$ cat src/rtl/uart_pkg.sv
// -----------------------------------------------------------------------------
// uart_pkg
// Shared types and constants for the UART receive/transmit blocks.
//   uart_rx_state_t  : receiver FSM state encoding
//   UART_DATA_BITS   : payload bits per frame (8N1)
//   UART_SYNC_STAGES : flops in the rxd metastability synchroniser
// -----------------------------------------------------------------------------
package uart_pkg;

    typedef enum logic [2:0] {
        IDLE  = 3'd0,
        START = 3'd1,
        DATA  = 3'd2,
        STOP  = 3'd3,
        BREAK = 3'd4
    } uart_rx_state_t;

    localparam int UART_DATA_BITS   = 8;
    localparam int UART_SYNC_STAGES = 2;

endpackage

$ cat src/rtl/sync_fifo.sv
// -----------------------------------------------------------------------------
// sync_fifo
// Single-clock FIFO with a registered head word and a registered empty flag.
// The head is not a fall-through: a push into an empty FIFO shows on dout and
// empty one cycle later.
// Ports:
//   clk, rst : clock, synchronous active-high reset (flushes contents)
//   push     : write request, accepted when not full or when popping this cycle
//   din      : write data
//   full     : FIFO holds DEPTH entries
//   pop      : read request, ignored while empty
//   dout     : head entry (meaningful only while not empty)
//   empty    : registered "no entries" flag
//   count    : number of entries, one bit wider than the pointers
// -----------------------------------------------------------------------------
module sync_fifo #(
    parameter int WIDTH = 8,
    parameter int DEPTH = 4
) (
    input  logic                     clk,
    input  logic                     rst,
    input  logic                     push,
    input  logic [WIDTH-1:0]         din,
    output logic                     full,
    input  logic                     pop,
    output logic [WIDTH-1:0]         dout,
    output logic                     empty,
    output logic [$clog2(DEPTH):0]   count
);
    localparam int AW = $clog2(DEPTH);
    localparam logic [AW:0] DEPTH_CNT = (AW+1)'(DEPTH);

    if ((DEPTH < 2) || ((DEPTH & (DEPTH - 1)) != 0)) begin : g_bad_depth
        $error("sync_fifo: DEPTH must be a power of two and at least 2");
    end

    logic [WIDTH-1:0] mem_r [DEPTH];
    logic [AW-1:0]    rd_ptr_r;
    logic [AW-1:0]    wr_ptr_r;
    logic [AW:0]      count_r;
    logic             empty_r;
    logic [WIDTH-1:0] dout_r;

    logic             pop_ok_s;
    logic             push_ok_s;
    logic [AW-1:0]    rd_ptr_nxt_s;
    logic [AW-1:0]    wr_ptr_nxt_s;
    logic [AW:0]      count_nxt_s;
    logic [WIDTH-1:0] head_nxt_s;

    assign full      = (count_r == DEPTH_CNT);
    assign pop_ok_s  = pop && (count_r != '0);
    // A full FIFO still accepts a write when the head leaves in the same cycle.
    assign push_ok_s = push && (!full || pop_ok_s);

    // Next pointers, occupancy and the word that becomes the head next cycle.
    always_comb begin
        rd_ptr_nxt_s = rd_ptr_r;
        wr_ptr_nxt_s = wr_ptr_r;
        count_nxt_s  = count_r;
        head_nxt_s   = dout_r;

        if (pop_ok_s) begin
            rd_ptr_nxt_s = rd_ptr_r + AW'(1);
        end else begin
            rd_ptr_nxt_s = rd_ptr_r;
        end

        if (push_ok_s) begin
            wr_ptr_nxt_s = wr_ptr_r + AW'(1);
        end else begin
            wr_ptr_nxt_s = wr_ptr_r;
        end

        case ({push_ok_s, pop_ok_s})
            2'b10:   count_nxt_s = count_r + (AW+1)'(1);
            2'b01:   count_nxt_s = count_r - (AW+1)'(1);
            default: count_nxt_s = count_r;
        endcase

        // The slot being written this cycle becomes the head only when it is
        // the sole remaining entry, so bypass din in that case.
        if (count_nxt_s == '0) begin
            head_nxt_s = dout_r;
        end else if (push_ok_s && (rd_ptr_nxt_s == wr_ptr_r)) begin
            head_nxt_s = din;
        end else begin
            head_nxt_s = mem_r[rd_ptr_nxt_s];
        end
    end

    // Storage array write port.
    always_ff @(posedge clk) begin
        if (rst) begin
            for (int i = 0; i < DEPTH; i++) begin
                mem_r[i] <= '0;
            end
        end else if (push_ok_s) begin
            mem_r[wr_ptr_r] <= din;
        end
    end

    // Pointers, occupancy and registered head/empty outputs.
    always_ff @(posedge clk) begin
        if (rst) begin
            rd_ptr_r <= '0;
            wr_ptr_r <= '0;
            count_r  <= '0;
            empty_r  <= 1'b1;
            dout_r   <= '0;
        end else begin
            rd_ptr_r <= rd_ptr_nxt_s;
            wr_ptr_r <= wr_ptr_nxt_s;
            count_r  <= count_nxt_s;
            empty_r  <= (count_nxt_s == '0);
            dout_r   <= head_nxt_s;
        end
    end

    assign dout  = dout_r;
    assign empty = empty_r;
    assign count = count_r;

endmodule

$ cat src/rtl/uart_rx_buf.sv
// -----------------------------------------------------------------------------
// uart_rx_buf
// Oversampling 8N1 UART receiver feeding a byte FIFO behind valid/ready.
// Ports:
//   clk, rst  : clock, synchronous active-high reset (aborts frame, flushes FIFO)
//   rxd       : asynchronous serial input, idles high
//   data      : FIFO head byte, meaningful while valid
//   valid     : FIFO not empty
//   ready     : consumer accepts; a byte is popped when valid && ready
//   frame_err : one-cycle pulse when a stop bit samples low
//   overflow  : sticky, a finished byte was dropped on a full FIFO
//   clr_ovf   : clears overflow (a same-cycle set wins)
//   busy      : receiver is not in IDLE
// -----------------------------------------------------------------------------
module uart_rx_buf
    import uart_pkg::*;
#(
    parameter int CLKS_PER_BIT = 868,
    parameter int FIFO_DEPTH   = 4
) (
    input  logic       clk,
    input  logic       rst,
    input  logic       rxd,
    output logic [7:0] data,
    output logic       valid,
    input  logic       ready,
    output logic       frame_err,
    output logic       overflow,
    input  logic       clr_ovf,
    output logic       busy
);
    localparam int CNT_W = $clog2(CLKS_PER_BIT);
    localparam int IDX_W = $clog2(UART_DATA_BITS);
    localparam int FCW   = $clog2(FIFO_DEPTH) + 1;
    localparam logic [CNT_W-1:0] HALF_LOAD = CNT_W'(CLKS_PER_BIT / 2 - 1);
    localparam logic [CNT_W-1:0] FULL_LOAD = CNT_W'(CLKS_PER_BIT - 1);
    localparam logic [IDX_W-1:0] LAST_IDX  = IDX_W'(UART_DATA_BITS - 1);

    if (CLKS_PER_BIT < 4) begin : g_bad_clks
        $error("uart_rx_buf: CLKS_PER_BIT must be at least 4");
    end

    logic [UART_SYNC_STAGES-1:0] sync_r;
    logic                        rxd_s;
    uart_rx_state_t              state_r;
    uart_rx_state_t              state_nxt_s;
    logic [CNT_W-1:0]            cnt_r;
    logic [CNT_W-1:0]            cnt_nxt_s;
    logic [IDX_W-1:0]            idx_r;
    logic [IDX_W-1:0]            idx_nxt_s;
    logic [UART_DATA_BITS-1:0]   shift_r;
    logic [UART_DATA_BITS-1:0]   shift_nxt_s;
    logic                        push_s;
    logic                        ferr_nxt_s;
    logic                        frame_err_r;
    logic                        overflow_r;
    logic                        busy_r;
    logic                        fifo_full_s;
    logic                        fifo_empty_s;
    logic [FCW-1:0]              fifo_count_s;
    logic                        pop_s;
    logic                        drop_s;

    assign rxd_s = sync_r[UART_SYNC_STAGES-1];

    // Metastability synchroniser; resets to the idle (high) line level.
    always_ff @(posedge clk) begin
        if (rst) begin
            sync_r <= '1;
        end else begin
            sync_r <= {sync_r[UART_SYNC_STAGES-2:0], rxd};
        end
    end

    // Receiver next-state, counter, bit index and shift register update.
    always_comb begin
        state_nxt_s = state_r;
        cnt_nxt_s   = cnt_r;
        idx_nxt_s   = idx_r;
        shift_nxt_s = shift_r;
        push_s      = 1'b0;
        ferr_nxt_s  = 1'b0;

        case (state_r)
            IDLE: begin
                if (!rxd_s) begin
                    state_nxt_s = START;
                    cnt_nxt_s   = HALF_LOAD;
                end else begin
                    state_nxt_s = IDLE;
                end
            end
            START: begin
                if (cnt_r == '0) begin
                    // A start bit that is high again at mid-bit was a glitch.
                    if (!rxd_s) begin
                        state_nxt_s = DATA;
                        cnt_nxt_s   = FULL_LOAD;
                        idx_nxt_s   = '0;
                    end else begin
                        state_nxt_s = IDLE;
                    end
                end else begin
                    cnt_nxt_s = cnt_r - CNT_W'(1);
                end
            end
            DATA: begin
                if (cnt_r == '0) begin
                    shift_nxt_s = {rxd_s, shift_r[UART_DATA_BITS-1:1]};
                    cnt_nxt_s   = FULL_LOAD;
                    if (idx_r == LAST_IDX) begin
                        state_nxt_s = STOP;
                    end else begin
                        idx_nxt_s = idx_r + IDX_W'(1);
                    end
                end else begin
                    cnt_nxt_s = cnt_r - CNT_W'(1);
                end
            end
            STOP: begin
                if (cnt_r == '0) begin
                    if (rxd_s) begin
                        push_s      = 1'b1;
                        state_nxt_s = IDLE;
                    end else begin
                        ferr_nxt_s  = 1'b1;
                        state_nxt_s = BREAK;
                    end
                end else begin
                    cnt_nxt_s = cnt_r - CNT_W'(1);
                end
            end
            BREAK: begin
                // Hold off until the line is released so a stuck-low line
                // cannot be mistaken for a stream of start bits.
                if (rxd_s) begin
                    state_nxt_s = IDLE;
                end else begin
                    state_nxt_s = BREAK;
                end
            end
            default: begin
                state_nxt_s = IDLE;
            end
        endcase
    end

    // Receiver state and datapath registers.
    always_ff @(posedge clk) begin
        if (rst) begin
            state_r <= IDLE;
            cnt_r   <= '0;
            idx_r   <= '0;
            shift_r <= '0;
        end else begin
            state_r <= state_nxt_s;
            cnt_r   <= cnt_nxt_s;
            idx_r   <= idx_nxt_s;
            shift_r <= shift_nxt_s;
        end
    end

    assign pop_s  = ready && (fifo_count_s != '0);
    assign drop_s = push_s && fifo_full_s && !pop_s;

    // Registered status outputs; busy tracks the state being entered.
    always_ff @(posedge clk) begin
        if (rst) begin
            frame_err_r <= 1'b0;
            overflow_r  <= 1'b0;
            busy_r      <= 1'b0;
        end else begin
            frame_err_r <= ferr_nxt_s;
            busy_r      <= (state_nxt_s != IDLE);
            if (drop_s) begin
                overflow_r <= 1'b1;
            end else if (clr_ovf) begin
                overflow_r <= 1'b0;
            end else begin
                overflow_r <= overflow_r;
            end
        end
    end

    sync_fifo #(
        .WIDTH (UART_DATA_BITS),
        .DEPTH (FIFO_DEPTH)
    ) u_fifo (
        .clk   (clk),
        .rst   (rst),
        .push  (push_s),
        .din   (shift_r),
        .full  (fifo_full_s),
        .pop   (pop_s),
        .dout  (data),
        .empty (fifo_empty_s),
        .count (fifo_count_s)
    );

    assign valid     = !fifo_empty_s;
    assign frame_err = frame_err_r;
    assign overflow  = overflow_r;
    assign busy      = busy_r;

endmodule

$ cat config.mk
export PLATFORM = sky130hd
export DESIGN_NAME = uart_rx_buf
export DESIGN_NICKNAME = d
export VERILOG_FILES = /design/src/rtl/uart_pkg.sv /design/src/rtl/sync_fifo.sv /design/src/rtl/uart_rx_buf.sv
export SDC_FILE = /design/constraint.sdc
export NUM_CORES = 1
export LEC_CHECK = 0
export BUFFER_PORTS_ARGS = -buffer_cell sky130_fd_sc_hd__buf_2
export CAP_MARGIN = 20
export CORE_MARGIN = 5
export CORE_UTILIZATION = 55
export DETAILED_ROUTE_END_ITERATION = 8
export HOLD_SLACK_MARGIN = 0.06
export PLACE_DENSITY = 0.75
export SYNTH_ARGS = -nofsm -noshare
export SYNTH_HDL_FRONTEND = slang
export SYNTH_HIERARCHICAL = 1
export SYNTH_SLANG_ARGS = --single-unit
export TNS_END_PERCENT = 100
$ cat constraint.sdc
create_clock -name clk -period 3.2 [get_ports clk]
set_input_delay 0.16 -clock clk [delete_from_list [all_inputs] [get_ports clk]]
set_output_delay 0.16 -clock clk [all_outputs]
set_load 0.05 [all_outputs]
==> flow_summary.ini, run 1 <==
[run_status]
status = complete, no violations

[clocking]
numCtsBuffers = 9
clockRootBuffer = clkbuf_8
clk_pin_slew_ps = 90
cts_buffer_depth = 2
cts.sink_count = 77
cts_setup_buffers = 0
cts_htree_levels = 3
cts_tree = done
clkLatencyLatePin_ps = 360

[yosys]
avgSynthCellArea_um2 = 10.2
synth_common_cells = dfxtp_1, nor2_1, edfxtp_1
synth_fp_nets = 393
synth_compound_area_share_pct = 15.8
yosysWarnings = 6
synth_top_area_share_pct = 24.6
synth_seq_cells = 77
async_flop_share_pct = 0
synth_top_family_by_area = simple AND/OR/NAND/NOR gates
synthCells = 383
synth_xor_area_share_pct = 2.31
synthTopCellsByArea = edfxtp_1, dfxtp_1, mux4_1
ys.flop_type = dfxtp_1
ys_types = 66
ys_seq_area_share_pct = 47.7
synth-simple-area-share_pct = 21.9
synth.most_common_cell = dfxtp_1
synth_mux_area_share_pct = 5.64
synth_edf_count = 32
synth_fa_ha_area_share_pct = 1.79
yosysTopAreaCell = edfxtp_1
netlist_area_um2 = 3910

[timing]
rsz0062_at_grt = false
holdWs_ps = 225
tightest_slew_ps = 722
finalCritPeriodShare_pct = 93.4
finClkSkew_ps = 11.2
setup_viol = 0
fmax_mhz = 335
hold_violations = 0
tns_ps = 0
drv_slew = 0
min_period_ps = 2990
slew_headroom_pct = 51.7

[cells_and_area]
antenna_cells = 0
syn_to_final_growth_pct = 11.0
nets = 415
drive_gt1_share_pct = 18.3
final_area_um2 = 4340
final_util_pct = 63.1

[critical_path]
crit_path_start_kind = flip-flop
critical_path.max_fanout = 8
end_kind = flip-flop
r2r_start = cnt_r[0]
worstReg2RegEnd = u_fifo/dout[2]
crit_required_ps = 3490
arrival_ps = 3280
rrSetupSlack_ps = 210
reg2regPathDepth = 15
path_class = reg -> reg

[pwr]
vdd_drop_max_uv = 217
p_per_area_nw_per_um2 = 461
p_leak_nw = 1.67

[min_path]
holdPathEnd = u_fifo/rd_ptr_r[1]
holdCritPathClass = in -> reg
hp-start = rst
hold_path_depth = 2

[global_routing]
grt_usage_pct = 18.2
grt_pass1_vias = 2623
antenna_found_initial = 0
grt_pass1_wl_um = 12600
grt_max_degree = 32
overflow = 0

[place]
place.gp.congestion = 0.825
place_hpwl_um = 5340
dpl-instance-area_um2 = 4120
port_buffers = 16

[route]
wl_per_cell_um = 14.7
via_per_inst = 5.70
drt_pass1_iterations = 4
detail-route-antenna-nets = 0
drc = 0
num_vias = 2885
first_iter_violations = 189
wl_um = 7420

[floorplanning]
die_y_um = 94.3
start_util_pct = 56.9
io_pins = 17
fp-row-count = 30
core_um2 = 6870
fp.dieArea_um2 = 8890
dieWidth_um = 94.3

[flow_run]
maxCapViolCount = 0
cells by family after synthesis:
logic type                 after synthesis
adders and majority gates                5
DFF                                     77
xor gates and xnor gates                 6
AOI/OAI and AO/OA                       84
muxes                                    9
buffers and inverters                   44
and+or+nand+nor                        158
stage by stage:
stage / power, mW / worst slack [ps] / cells
5_1_grt: 2.09 / 37.2 / 506
3_3_place_gp: 1.31 / 217 / 488
6_report: 2.00 / 211 / 506
4_1_cts: 2.01 / 75.4 / 506
2_1_floorplan: 1.26 / 55.8 / 383
3_5_place_dp: 1.32 / 108 / 488
layout by cell type, fill, tap and decap left out, types with 9 or more instances in the layout:
cell      instances
o21ai_0          11
and2_1           17
nand2_1          31
buf_2            16
buf_4            16
dfxtp_1          43
a21oi_1          23
nor2b_1          11
clkbuf_8          9
edfxtp_1         32
inv_1            21
nand3_1          15
nor3_1           11
nor2_1           32
registers in the layout (all words and copies together), names as in the netlist:
| signal | cells |
|---|---|
| cnt_r | 10 |
| u_fifo/empty | 1 |
| u_fifo/rd_ptr_r | 2 |
| u_fifo/mem_r | 32 |
| shift_r | 8 |
| busy | 1 |
| state_r | 3 |
| frame_err | 1 |
| u_fifo/count | 3 |
| idx_r | 3 |
| u_fifo/wr_ptr_r | 2 |
| overflow | 1 |
| sync_r | 2 |
| u_fifo/dout | 8 |
worst max-delay path, cell delays in order, from the launching register on:
cell	delay (ps)
dfxtp_2	360
inv_1	60
ha_1	180
nor3b_2	170
nand3_4	80
nor2_1	70
nor2_2	120
nand2b_1	80
fa_2	360
or3b_2	460
a32o_1	280
a21oi_2	130
o21a_1	150
nor2b_1	130
buf_4	160
o2bb2ai_1	120
area by class of cell:
type | count | area [um2]
clock inverter | 7 | 65.1
tap | 96 | 120
fill | 534 | 2530
clock buffer | 9 | 124
timing repair buffer | 34 | 220
sequential | 77 | 1860
inverter | 21 | 78.8
multi-input combinational | 262 | 1860
where the power goes:
part	switching, mW	internal [mW]
Combinational	0.138	0.0887
Clock	0.400	0.300
Sequential	0.0245	1.05
worst max path at each step:
stage,from,end,slack [ps],cells past startpoint
6_report,cnt_r[0],u_fifo/dout[2],210,15
5_1_grt,cnt_r[0],u_fifo/dout[2],40,15
4_1_cts,cnt_r[0],u_fifo/dout[2],80,15
3_5_place_dp,cnt_r[0],u_fifo/dout[2],110,15
3_3_place_gp,cnt_r[0],u_fifo/dout[4],220,15
2_1_floorplan,cnt_r[0],u_fifo/dout[0],60,16
per-layer routing:
layer | part of all wire (%) | vias up | track usage [%] | routed length (um)
li1 | - | 1442 | - | -
met3 | 3.9 | 13 | 2.96 | 286
met5 | 0 | - | 0 | 0
met1 | 48 | 1351 | 25.2 | 3590
met4 | 2.2 | 0 | 8.78 | 163
met2 | 46 | 79 | 27.7 | 3380
what timing repair did:
item / CTS / global route
endpoints found under the hold margin: 2 / 0
hold buffers: 2 / 0
setup endpoints to repair: 0 / 8
gates resized for setup: 0 / 5
(Power assumes the default switching activity.)
==> run 2: changes to the inputs <==
--- a/config.mk
+++ b/config.mk
@@ -12,6 +12,7 @@
 export DETAILED_ROUTE_END_ITERATION = 8
 export HOLD_SLACK_MARGIN = 0.06
 export PLACE_DENSITY = 0.75
+export REMOVE_ABC_BUFFERS = 1
 export SYNTH_ARGS = -nofsm -noshare
 export SYNTH_HDL_FRONTEND = slang
 export SYNTH_HIERARCHICAL = 1
==> run 2 against run 1 <==
Sequential power about the same. Total power down 0.46%. Utilization down 0.36 points. Count of clock-buffer cells in the layout unchanged. Maximum frequency down 0.48%. Combinational power about the same. Clock skew up 3.2 ps. Largest power group unchanged. Final area down 0.58%. Global-route usage down 0.11 points. Sequential share of layout area up 0.31 points. Hold slack better by 27 ps. Worst setup slack worse by 14 ps.
==> flow_summary.ini, run 2 (synthesized netlist as in run 1, its figures left out) <==
[run_status]
status = complete, no violations

[critical_path]
end_kind = flip-flop
arrival_ps = 3280
cp-startpoint = cnt_r[0]
slowest_delay_ps = 460
rrSetupSlack_ps = 200
slowest_stage = or3b_2
path_class = reg -> reg
critical_path.max_fanout = 8
crit_required_ps = 3480
cp_common_cell = nor2_1
crit_chain = inv_1, ha_1, nor3b_2, nand3_4, nor2_1, nor2_1, nand2b_1, fa_2, or3b_2, a32o_1, a21oi_2, o21a_1, nor2b_1, buf_4, o2bb2ai_1
crit_path_start_kind = flip-flop
r2r_start = cnt_r[0]

[cells_and_area]
n_fill_cell = 543
final_common_cell = dfxtp_1
largest_reg_flops = 32
syn_to_final_growth_pct = 10.3
final_util_pct = 62.8
regMostFlops = u_fifo/mem_r
antenna_cells = 0
final_cell_mix = dfxtp_1, nor2_1, edfxtp_1
biggestRegsByFlops = u_fifo/mem_r (32), cnt_r (10)
nets = 412
drive_gt1_share_pct = 17.4
final_area_um2 = 4310

[pwr]
vdd_drop_max_uv = 235
p_int_mw = 1.43
p_clk_share_pct = 34.9
p_leak_nw = 1.65
seqPwrFrac_pct = 53.8
finalPower_mw = 1.99
p_comb_share_pct = 11.2
power_switching_share_pct = 28.1
p_sw_mw = 0.560
p_per_area_nw_per_um2 = 462

[timing]
fmax_mhz = 333
setup_viol = 0
drv_slew = 0
min_period_ps = 3000
hold_violations = 0
rsz0062_at_grt = false
slew_headroom_pct = 49.1
finClkSkew_ps = 14.5
tightest_slew_ps = 756
finalCritPeriodShare_pct = 93.9
holdWs_ps = 252
tns_ps = 0

[route]
num_vias = 2868
detail-route-antenna-nets = 0
wl_per_cell_um = 14.7
via_per_inst = 5.70
first_iter_violations = 169
drt_pass1_iterations = 4
drc = 0
wl_um = 7410

[clocking]
clkLatencyLatePin_ps = 350
clockRootBuffer = clkbuf_8
cts_htree_levels = 3
cts.sink_count = 77
cts_tree = done
clk_pin_slew_ps = 90
cts_buffer_depth = 2
numCtsBuffers = 9

[global_routing]
grt_util_met1_pct = 25.3
use_met3_pct = 3.93
grt_max_degree = 33
grt_pass1_vias = 2671
busiest_layer = met2
use_met2_pct = 27.7
grt_pass1_wl_um = 12700
grt_usage_pct = 18.1
antenna_found_initial = 0
overflow = 0

[floorplanning]
dieWidth_um = 94.3
fp-row-count = 30
fp.dieArea_um2 = 8890
die_y_um = 94.3
core_um2 = 6870
io_pins = 17
start_util_pct = 56.9

[min_path]
holdCritPathClass = in -> reg
hp-start = rst

[place]
place_hpwl_um = 5290
port_buffers = 16
place.gp.congestion = 0.829
dpl-instance-area_um2 = 4090

[flow_run]
maxCapViolCount = 0
run 2: cell count changes in the layout (fill, tap and decap cells not counted):
cell      before  now
buf_4         16   13
clkinv_4       2    1
dfxtp_2        2    1
dfxtp_4        0    1
inv_6          2    4
inv_8          2    1
nor2_1        32   33
nor2_2         1    0
run 2: final timing paths:
path,to,depth (start not counted)
min,u_fifo/wr_ptr_r[0],2
min reg2reg,sync_r[1],1
max reg2reg,u_fifo/dout[7],15
max,u_fifo/dout[7],15
run 2: repair_timing:
| item | in CTS | in global routing |
|---|---|---|
| hold buffers | 2 | 0 |
| setup endpoints to repair | 0 | 8 |
| buffers inserted | 0 | 0 |
| endpoints found under the hold margin | 2 | 0 |
| resized for setup | 0 | 5 |
run 2: area by class of cell:
type	count	area, um2	share of cell area (%)
sequential	77	1870	43.3
clock inverter	7	62.6	1.45
clock buffer	9	124	2.87
inverter	21	78.8	1.83
timing repair buffer	31	198	4.59
multi-input combinational	262	1860	43.2
tap	96	120	2.79
run 2: worst max-delay path: cells and delay by family, from the launching register on:
family	cells	cell delay (ps)
and+or+nand+nor	7	1150
AOI/OAI and AO/OA	4	680
adders and majority gates	2	530
DFF	1	370
buffers and inverters	2	220
run 2: power by group through the flow:
stage / clock, mW / combinational (mW) / sequential (mW)
floorplan: 0 / 0.152 / 1.09
finish: 0.695 / 0.224 / 1.07
global route: 0.760 / 0.247 / 1.08
global placement: 0 / 0.215 / 1.09
CTS: 0.714 / 0.221 / 1.07
detailed placement: 0 / 0.219 / 1.09
run 2: routing by layer:
layer	share of wire [%]	up-vias
li1	-	1440
met5	0	-
met3	4.5	7
met2	47	82
met1	48	1339
met4	0.77	0
run 2: per-stage QoR:
step | setup slack [ps] | instances
after floorplan | 40.3 | 360
after global routing | 35.3 | 503
after CTS | 45.6 | 503
after detailed placement | 73.4 | 485
final | 197 | 503
after global placement | 189 | 485
